File: src/rtl/song_pkg.sv
// ============================================================================
// Module      : song_pkg
// Description : Note bit positions and controller state type shared by the
//               song recorder and the tone-generator bank.
// Revision    : 1.0 - initial release
// ============================================================================
`default_nettype none

package song_pkg;

    localparam int NOTE_W  = 8;

    // Bit index of each note within the 8-bit key / line bus
    localparam int NOTE_C  = 0;
    localparam int NOTE_D  = 1;
    localparam int NOTE_E  = 2;
    localparam int NOTE_F  = 3;
    localparam int NOTE_G  = 4;
    localparam int NOTE_A  = 5;
    localparam int NOTE_B  = 6;
    localparam int NOTE_C2 = 7;

    typedef enum logic [1:0] {
        IDLE   = 2'd0,
        RECORD = 2'd1,
        PLAY   = 2'd2
    } song_state_e;

endpackage

`default_nettype wire

File: src/rtl/song_recorder_tick_divider.sv
// ============================================================================
// Module      : tick_divider
// Description : Free-running clocks-per-tick counter with a synchronous clear;
//               tick is high for one clock on the last count.
// Revision    : 1.0 - initial release
// ============================================================================
`default_nettype none

module tick_divider #(
    parameter int TICK_DIV = 250000
) (
    input  logic clk,
    input  logic reset,
    input  logic clear,
    output logic tick
);

    localparam int CNT_W = (TICK_DIV > 2) ? $clog2(TICK_DIV) : 1;
    localparam logic [CNT_W-1:0] LAST_C = CNT_W'(TICK_DIV - 1);

    logic [CNT_W-1:0] cnt_q;
    logic [CNT_W-1:0] cnt_d;

    always_comb begin
        cnt_d = cnt_q + CNT_W'(1);
        if (clear || (cnt_q == LAST_C)) begin
            cnt_d = '0;
        end
    end

    always_ff @(posedge clk) begin
        if (reset) begin
            cnt_q <= '0;
        end else begin
            cnt_q <= cnt_d;
        end
    end

    assign tick = (cnt_q == LAST_C);

endmodule

`default_nettype wire

File: src/rtl/song_recorder.sv
// ============================================================================
// Module      : song_recorder
// Description : Records the note keys as run-length {mask, duration} events
//               and replays them on the line bus feeding the tone bank.
// Revision    : 1.0 - initial release
// ============================================================================
`default_nettype none

module song_recorder
    import song_pkg::*;
#(
    parameter int DEPTH    = 16,
    parameter int ADDR_W   = 4,
    parameter int DUR_W    = 8,
    parameter int TICK_DIV = 250000
) (
    input  logic              clk,
    input  logic              reset,
    input  logic [7:0]        keys,
    input  logic              rec_btn,
    input  logic              play_btn,
    output logic [7:0]        line,
    output logic              recording,
    output logic              playing,
    output logic              full,
    output logic [ADDR_W:0]   event_count
);

    typedef struct packed {
        logic [NOTE_W-1:0] mask;
        logic [DUR_W-1:0]  dur;
    } event_t;

    localparam logic [ADDR_W:0]  DEPTH_C = (ADDR_W + 1)'(DEPTH);
    localparam logic [DUR_W-1:0] DUR_MAX = {DUR_W{1'b1}};

    song_state_e       state_q, state_d;
    logic [7:0]        line_q, line_d;
    logic              recording_q, recording_d;
    logic              playing_q, playing_d;
    logic              full_q, full_d;
    logic [ADDR_W:0]   count_q, count_d;
    logic [7:0]        cur_mask_q, cur_mask_d;
    logic [DUR_W-1:0]  cur_dur_q, cur_dur_d;
    logic [DUR_W-1:0]  remaining_q, remaining_d;
    logic [ADDR_W:0]   idx_q, idx_d;
    logic [ADDR_W-1:0] rd_addr_q, rd_addr_d;

    logic [7:0]        rec_mask_t;
    logic [DUR_W-1:0]  rec_dur_t;
    logic [ADDR_W:0]   rec_count_t;

    logic              wr0_en, wr1_en;
    logic [ADDR_W-1:0] wr0_addr, wr1_addr;
    event_t            wr0_data, wr1_data;

    event_t            mem_q [DEPTH];
    event_t            rd_data;
    logic              tick;

    tick_divider #(
        .TICK_DIV (TICK_DIV)
    ) u_tick_divider (
        .clk   (clk),
        .reset (reset),
        .clear (state_d != state_q),
        .tick  (tick)
    );

    // Read address is registered; it always points at the next event needed
    assign rd_data = mem_q[rd_addr_q];

    always_comb begin
        state_d     = state_q;
        line_d      = line_q;
        count_d     = count_q;
        cur_mask_d  = cur_mask_q;
        cur_dur_d   = cur_dur_q;
        remaining_d = remaining_q;
        idx_d       = idx_q;
        rd_addr_d   = rd_addr_q;
        rec_mask_t  = cur_mask_q;
        rec_dur_t   = cur_dur_q;
        rec_count_t = count_q;
        wr0_en      = 1'b0;
        wr0_addr    = '0;
        wr0_data    = '0;
        wr1_en      = 1'b0;
        wr1_addr    = '0;
        wr1_data    = '0;

        unique case (state_q)
            IDLE: begin
                line_d    = '0;
                idx_d     = '0;
                rd_addr_d = '0;
                if (rec_btn) begin
                    state_d    = RECORD;
                    count_d    = '0;
                    cur_mask_d = keys;
                    cur_dur_d  = '0;
                    line_d     = keys;
                end else if (play_btn && (count_q != '0)) begin
                    state_d     = PLAY;
                    line_d      = rd_data.mask;
                    remaining_d = rd_data.dur;
                    rd_addr_d   = ADDR_W'(1);
                end
            end

            RECORD: begin
                line_d = keys;
                if (tick) begin
                    if ((keys == cur_mask_q) && (cur_dur_q != DUR_MAX)) begin
                        rec_dur_t = cur_dur_q + DUR_W'(1);
                    end else begin
                        wr0_en      = 1'b1;
                        wr0_addr    = count_q[ADDR_W-1:0];
                        wr0_data    = '{mask: cur_mask_q, dur: cur_dur_q};
                        rec_count_t = count_q + (ADDR_W + 1)'(1);
                        rec_mask_t  = keys;
                        rec_dur_t   = DUR_W'(1);
                    end
                end
                cur_mask_d = rec_mask_t;
                cur_dur_d  = rec_dur_t;
                count_d    = rec_count_t;
                // The stop flush sees the post-tick event, so both writes may land together
                if (rec_count_t == DEPTH_C) begin
                    state_d = IDLE;
                    line_d  = '0;
                end else if (rec_btn) begin
                    if (rec_dur_t != '0) begin
                        wr1_en   = 1'b1;
                        wr1_addr = rec_count_t[ADDR_W-1:0];
                        wr1_data = '{mask: rec_mask_t, dur: rec_dur_t};
                        count_d  = rec_count_t + (ADDR_W + 1)'(1);
                    end
                    state_d = IDLE;
                    line_d  = '0;
                end
            end

            PLAY: begin
                if (play_btn) begin
                    state_d   = IDLE;
                    line_d    = '0;
                    rd_addr_d = '0;
                end else if (tick) begin
                    if (remaining_q > DUR_W'(1)) begin
                        remaining_d = remaining_q - DUR_W'(1);
                    end else if (remaining_q == DUR_W'(1)) begin
                        if ((idx_q + (ADDR_W + 1)'(1)) == count_q) begin
                            state_d   = IDLE;
                            line_d    = '0;
                            rd_addr_d = '0;
                        end else begin
                            idx_d       = idx_q + (ADDR_W + 1)'(1);
                            line_d      = rd_data.mask;
                            remaining_d = rd_data.dur;
                            rd_addr_d   = rd_addr_q + ADDR_W'(1);
                        end
                    end
                end
            end

            default: begin
                state_d = IDLE;
                line_d  = '0;
            end
        endcase

        recording_d = (state_d == RECORD);
        playing_d   = (state_d == PLAY);
        full_d      = (count_d == DEPTH_C);
    end

    always_ff @(posedge clk) begin
        if (reset) begin
            state_q     <= IDLE;
            line_q      <= '0;
            recording_q <= 1'b0;
            playing_q   <= 1'b0;
            full_q      <= 1'b0;
            count_q     <= '0;
            cur_mask_q  <= '0;
            cur_dur_q   <= '0;
            remaining_q <= '0;
            idx_q       <= '0;
            rd_addr_q   <= '0;
        end else begin
            state_q     <= state_d;
            line_q      <= line_d;
            recording_q <= recording_d;
            playing_q   <= playing_d;
            full_q      <= full_d;
            count_q     <= count_d;
            cur_mask_q  <= cur_mask_d;
            cur_dur_q   <= cur_dur_d;
            remaining_q <= remaining_d;
            idx_q       <= idx_d;
            rd_addr_q   <= rd_addr_d;
        end
    end

    always_ff @(posedge clk) begin
        if (wr0_en) begin
            mem_q[wr0_addr] <= wr0_data;
        end
        if (wr1_en) begin
            mem_q[wr1_addr] <= wr1_data;
        end
    end

    assign line        = line_q;
    assign recording   = recording_q;
    assign playing     = playing_q;
    assign full        = full_q;
    assign event_count = count_q;

endmodule

`default_nettype wire

File: config.mk
export PLATFORM = sky130hd
export DESIGN_NAME = song_recorder
export DESIGN_NICKNAME = d
export VERILOG_FILES = /design/src/rtl/song_pkg.sv /design/src/rtl/song_recorder_tick_divider.sv /design/src/rtl/song_recorder.sv
export SDC_FILE = /design/constraint.sdc
export NUM_CORES = 1
export LEC_CHECK = 0
export ABC_AREA = 0
export CORE_ASPECT_RATIO = 0.7
export CORE_MARGIN = 2
export CORE_UTILIZATION = 40
export DETAILED_ROUTE_END_ITERATION = 8
export MAX_ROUTING_LAYER = met4
export PLACE_DENSITY_LB_ADDON = 0.25
export REMOVE_ABC_BUFFERS = 1
export SYNTH_ARGS = -nofsm -noshare
export SYNTH_HDL_FRONTEND = slang
export SYNTH_HIERARCHICAL = 1
export SYNTH_SLANG_ARGS = --single-unit
export TNS_END_PERCENT = 1
File: constraint.sdc
create_clock -name clk -period 9.7 [get_ports clk]
set_input_delay 1.455 -clock clk [delete_from_list [all_inputs] [get_ports clk]]
set_output_delay 1.455 -clock clk [all_outputs]
set_load 0.02 [all_outputs]
==> impl_metrics.json <==
{
  "synth_edf_count": 256,
  "initial_core_util_pct": 40.67,
  "port_buffers": 27,
  "peakVddDrop_mv": 0.09612,
  "clk_latency_ns": 0.53,
  "antenna_found_initial": 5,
  "netlist_instances": 1309,
  "nNetsFinal": 1299,
  "synth_top_flop_cell": "edfxtp_1",
  "fin_crit_ns": 6.690,
  "stdcell_count": 1857,
  "crit_arrival_ns": 6.85,
  "relSlewSlack_pct": 21.33,
  "hold_path_class": "reg -> reg",
  "numCtsBuffers": 35,
  "synthTopCellsByCount": "mux2i_1, edfxtp_1, nand2_1",
  "vias": 11230,
  "yosys_warnings": 6,
  "die_width_um": 252.4,
  "synth.top_cell.area_share_pct": 44.49,
  "hold_viol": 0,
  "holdWs_ns": 0.4675,
  "hold_buffers": 0,
  "drtIter0Drc": 1108,
  "clock_skew_ns": 0.01388,
  "yosysSeqAreaShare_pct": 52.95,
  "die_height_um": 177.9,
  "synth.avg_cell_area_um2": 13.20,
  "avgViaCountPerCell": 6.045,
  "drive_above_1_share_pct": 15.15,
  "min_from": "u_tick_divider/cnt_q[0]$_SDFF_PP0_",
  "path_max_fanout": 18,
  "fmax_mhz": 149.5,
  "r2r_end": "mem_q[0][0]$_DFFE_PP_",
  "async_reset_ff_share_pct": 0,
  "avgRoutedWirePerCell_um": 27.47,
  "cap_violations": 0,
  "wirelength_um": 51000,
  "r2r_slack_ns": 3.57,
  "area_delta_synth_final_pct": 9.762,
  "drc_errors": 0,
  "clkTransAtPathRegs_ns": 0.06,
  "fin_tns_setup_ns": 0,
  "whs_endpoint": "u_tick_divider/cnt_q[0]$_SDFF_PP0_",
  "post_cts_buffers": 0,
  "required_ns": 9.86,
  "dieArea_um2": 44900,
  "grt_max_degree": 65,
  "finalSetupViolations": 0,
  "r2r_start": "u_tick_divider/cnt_q[0]$_SDFF_PP0_",
  "hpwl_um": 34190,
  "clock-sinks": 329,
  "yosysMostFrequentCell": "mux2i_1",
  "syn-cell-area_um2": 17280,
  "fin_crit_sh_pct": 68.97,
  "clock_path_buffers": 3,
  "place_inst": 1790,
  "ff2ff_path_depth": 16,
  "io_pins": 28,
  "firstDrtPassIters": 5,
  "power_leakage_nw": 7.381,
  "overflow": 0,
  "htree_num_levels": 2,
  "gr-usage-all-layers_pct": 23.41,
  "yosysTopAreaCell": "edfxtp_1",
  "cts_root_buffer": "clkbuf_16",
  "num_rows": 63,
  "tightest_slew_ns": 1.177,
  "cts_tree": "done",
  "rsz0062_at_grt": "false",
  "gp_congestion": 0.9626,
  "crit_path_end_kind": "flip-flop",
  "slew_violations": 0,
  "synthTopCellsByArea": "edfxtp_1, mux2i_1, mux4_2",
  "cts_resized": 0,
  "antenna_left": 0,
  "ys_ff_latch": 329,
  "p_per_area_nw_per_um2": 154.0,
  "grt_pass1_wl_um": 73330,
  "grt_pass1_vias": 10600,
  "coreArea_um2": 42490,
  "cp-start-kind": "input pin",
  "holdPathStages": 1,
  "yosysUniqueCellTypes": 74,
  "crit_type": "in -> reg",
  "status": "finished clean"
}
## cell type report
| class | count | area [um2] |
|---|---|---|
| inverters | 21 | 78.83 |
| multi-input cells | 851 | 7580 |
| fillers | 3811 | 23520 |
| clock inverters | 16 | 188.9 |
| diodes | 5 | 12.51 |
| repair buffers | 37 | 340.3 |
| flip-flops and latches | 329 | 9156 |
| clock buffers | 46 | 917.1 |
| well taps | 552 | 690.7 |
## cells by family (layout without fill, tap and decap cells)
kind of cell / Yosys count / count (layout) / share of synthesized area (%)
adder cells (fa/ha/maj): 12 / 12 / 0.8690
other: 0 / 5 / 0
buffers and inverters: 129 / 120 / 3.592
flip-flops: 329 / 329 / 52.95
AND/OR/NAND/NOR: 309 / 309 / 9.103
XOR/XNOR: 37 / 37 / 1.876
AO/OA/AOI/OAI: 147 / 147 / 5.707
multiplexers: 346 / 346 / 25.90
## layout by cell type (no fill, tap or decap), types with 8 or more instances in the layout
master / synthesis / layout
clkdlybuf4s50_1: 0 / 26
xnor2_1: 29 / 29
inv_1: 20 / 20
dfxtp_1: 73 / 71
o21ai_0: 43 / 29
clkbuf_16: 0 / 35
a21oi_1: 39 / 39
nand2_1: 87 / 87
ha_1: 12 / 12
o21ai_2: 0 / 14
nor2b_1: 15 / 15
mux4_2: 80 / 80
xor2_1: 8 / 8
nand3_1: 31 / 31
nand2_2: 8 / 8
nor3_1: 20 / 19
a221o_1: 8 / 8
nor4_1: 13 / 12
clkbuf_1: 60 / 11
nor2_1: 68 / 68
edfxtp_1: 256 / 256
mux2i_1: 257 / 257
mux2_2: 9 / 9
nand4_1: 13 / 13
buf_4: 12 / 10
## worst max-delay path: stages
cell	delay, ns
clkdlybuf4s50_1	0.67
xnor2_1	0.19
nand4_1	0.27
nor3_1	0.45
inv_1	0.13
ha_1	0.30
nand2_1	0.05
o21ai_0	0.25
inv_1	0.09
ha_1	0.21
nand3_1	0.08
mux2i_1	0.19
a2111oi_4	0.38
buf_4	0.30
nor2b_1	0.32
and3_1	0.95
o21bai_2	0.53
## power by group
group | leakage (nW) | switching (W) | total [W] | internal, W
Clock | 0.533 | 0.000569 | 0.00135 | 0.000776
Combinational | 3.96 | 0.0000402 | 0.0000650 | 0.0000248
Sequential | 2.89 | 0.00000674 | 0.00151 | 0.00150
## registers in the layout (all words and copies together) (netlist names), named ones only
name and count:
cur_dur_q 8, cur_mask_q 8, event_count 5, full 1, idx_q 5, line 8, mem_q 256, playing 1
rd_addr_q 4, recording 1, remaining_q 8, state_q 2, u_tick_divider/cnt_q 18
## layer usage
layer	part of all wire [%]	vias up	track usage [%]
met5	0	-	-
met4	2.4	0	6.139
met1	45	5703	32.71
met3	12	75	9.548
met2	40	469	31.10
li1	-	4978	-
## how the worst max path moves through the flow
| stage | startpoint | endpoint | slack, ns |
|---|---|---|---|
| 2_1_floorplan | u_tick_divider/cnt_q[0]$_SDFF_PP0_ | mem_q[8][0]$_DFFE_PP_ | 1.94 |
| 3_3_place_gp | keys[4] | mem_q[0][11]$_DFFE_PP_ | 2.61 |
| 3_5_place_dp | keys[4] | mem_q[0][2]$_DFFE_PP_ | 2.52 |
| 4_1_cts | keys[4] | mem_q[0][3]$_DFFE_PP_ | 3.05 |
| 5_1_grt | keys[4] | mem_q[0][6]$_DFFE_PP_ | 2.75 |
| 6_report | keys[4] | mem_q[0][0]$_DFFE_PP_ | 3.01 |
## stage by stage
| stage | util (%) | total power (W) | area (um2) | setup slack [ns] |
|---|---|---|---|---|
| floorplan | - | 0.001576 | 16740 | 1.941 |
| CTS | 44.61 | 0.002937 | 18950 | 3.050 |
| detailed placement | 42.00 | 0.001604 | 17850 | 2.523 |
| finish | 44.64 | 0.002920 | 18960 | 3.010 |
| global route | 44.63 | 0.003002 | 18960 | 2.750 |
| global placement | 42.00 | 0.001604 | 17850 | 2.606 |
Power figures use the tool's default switching activity.
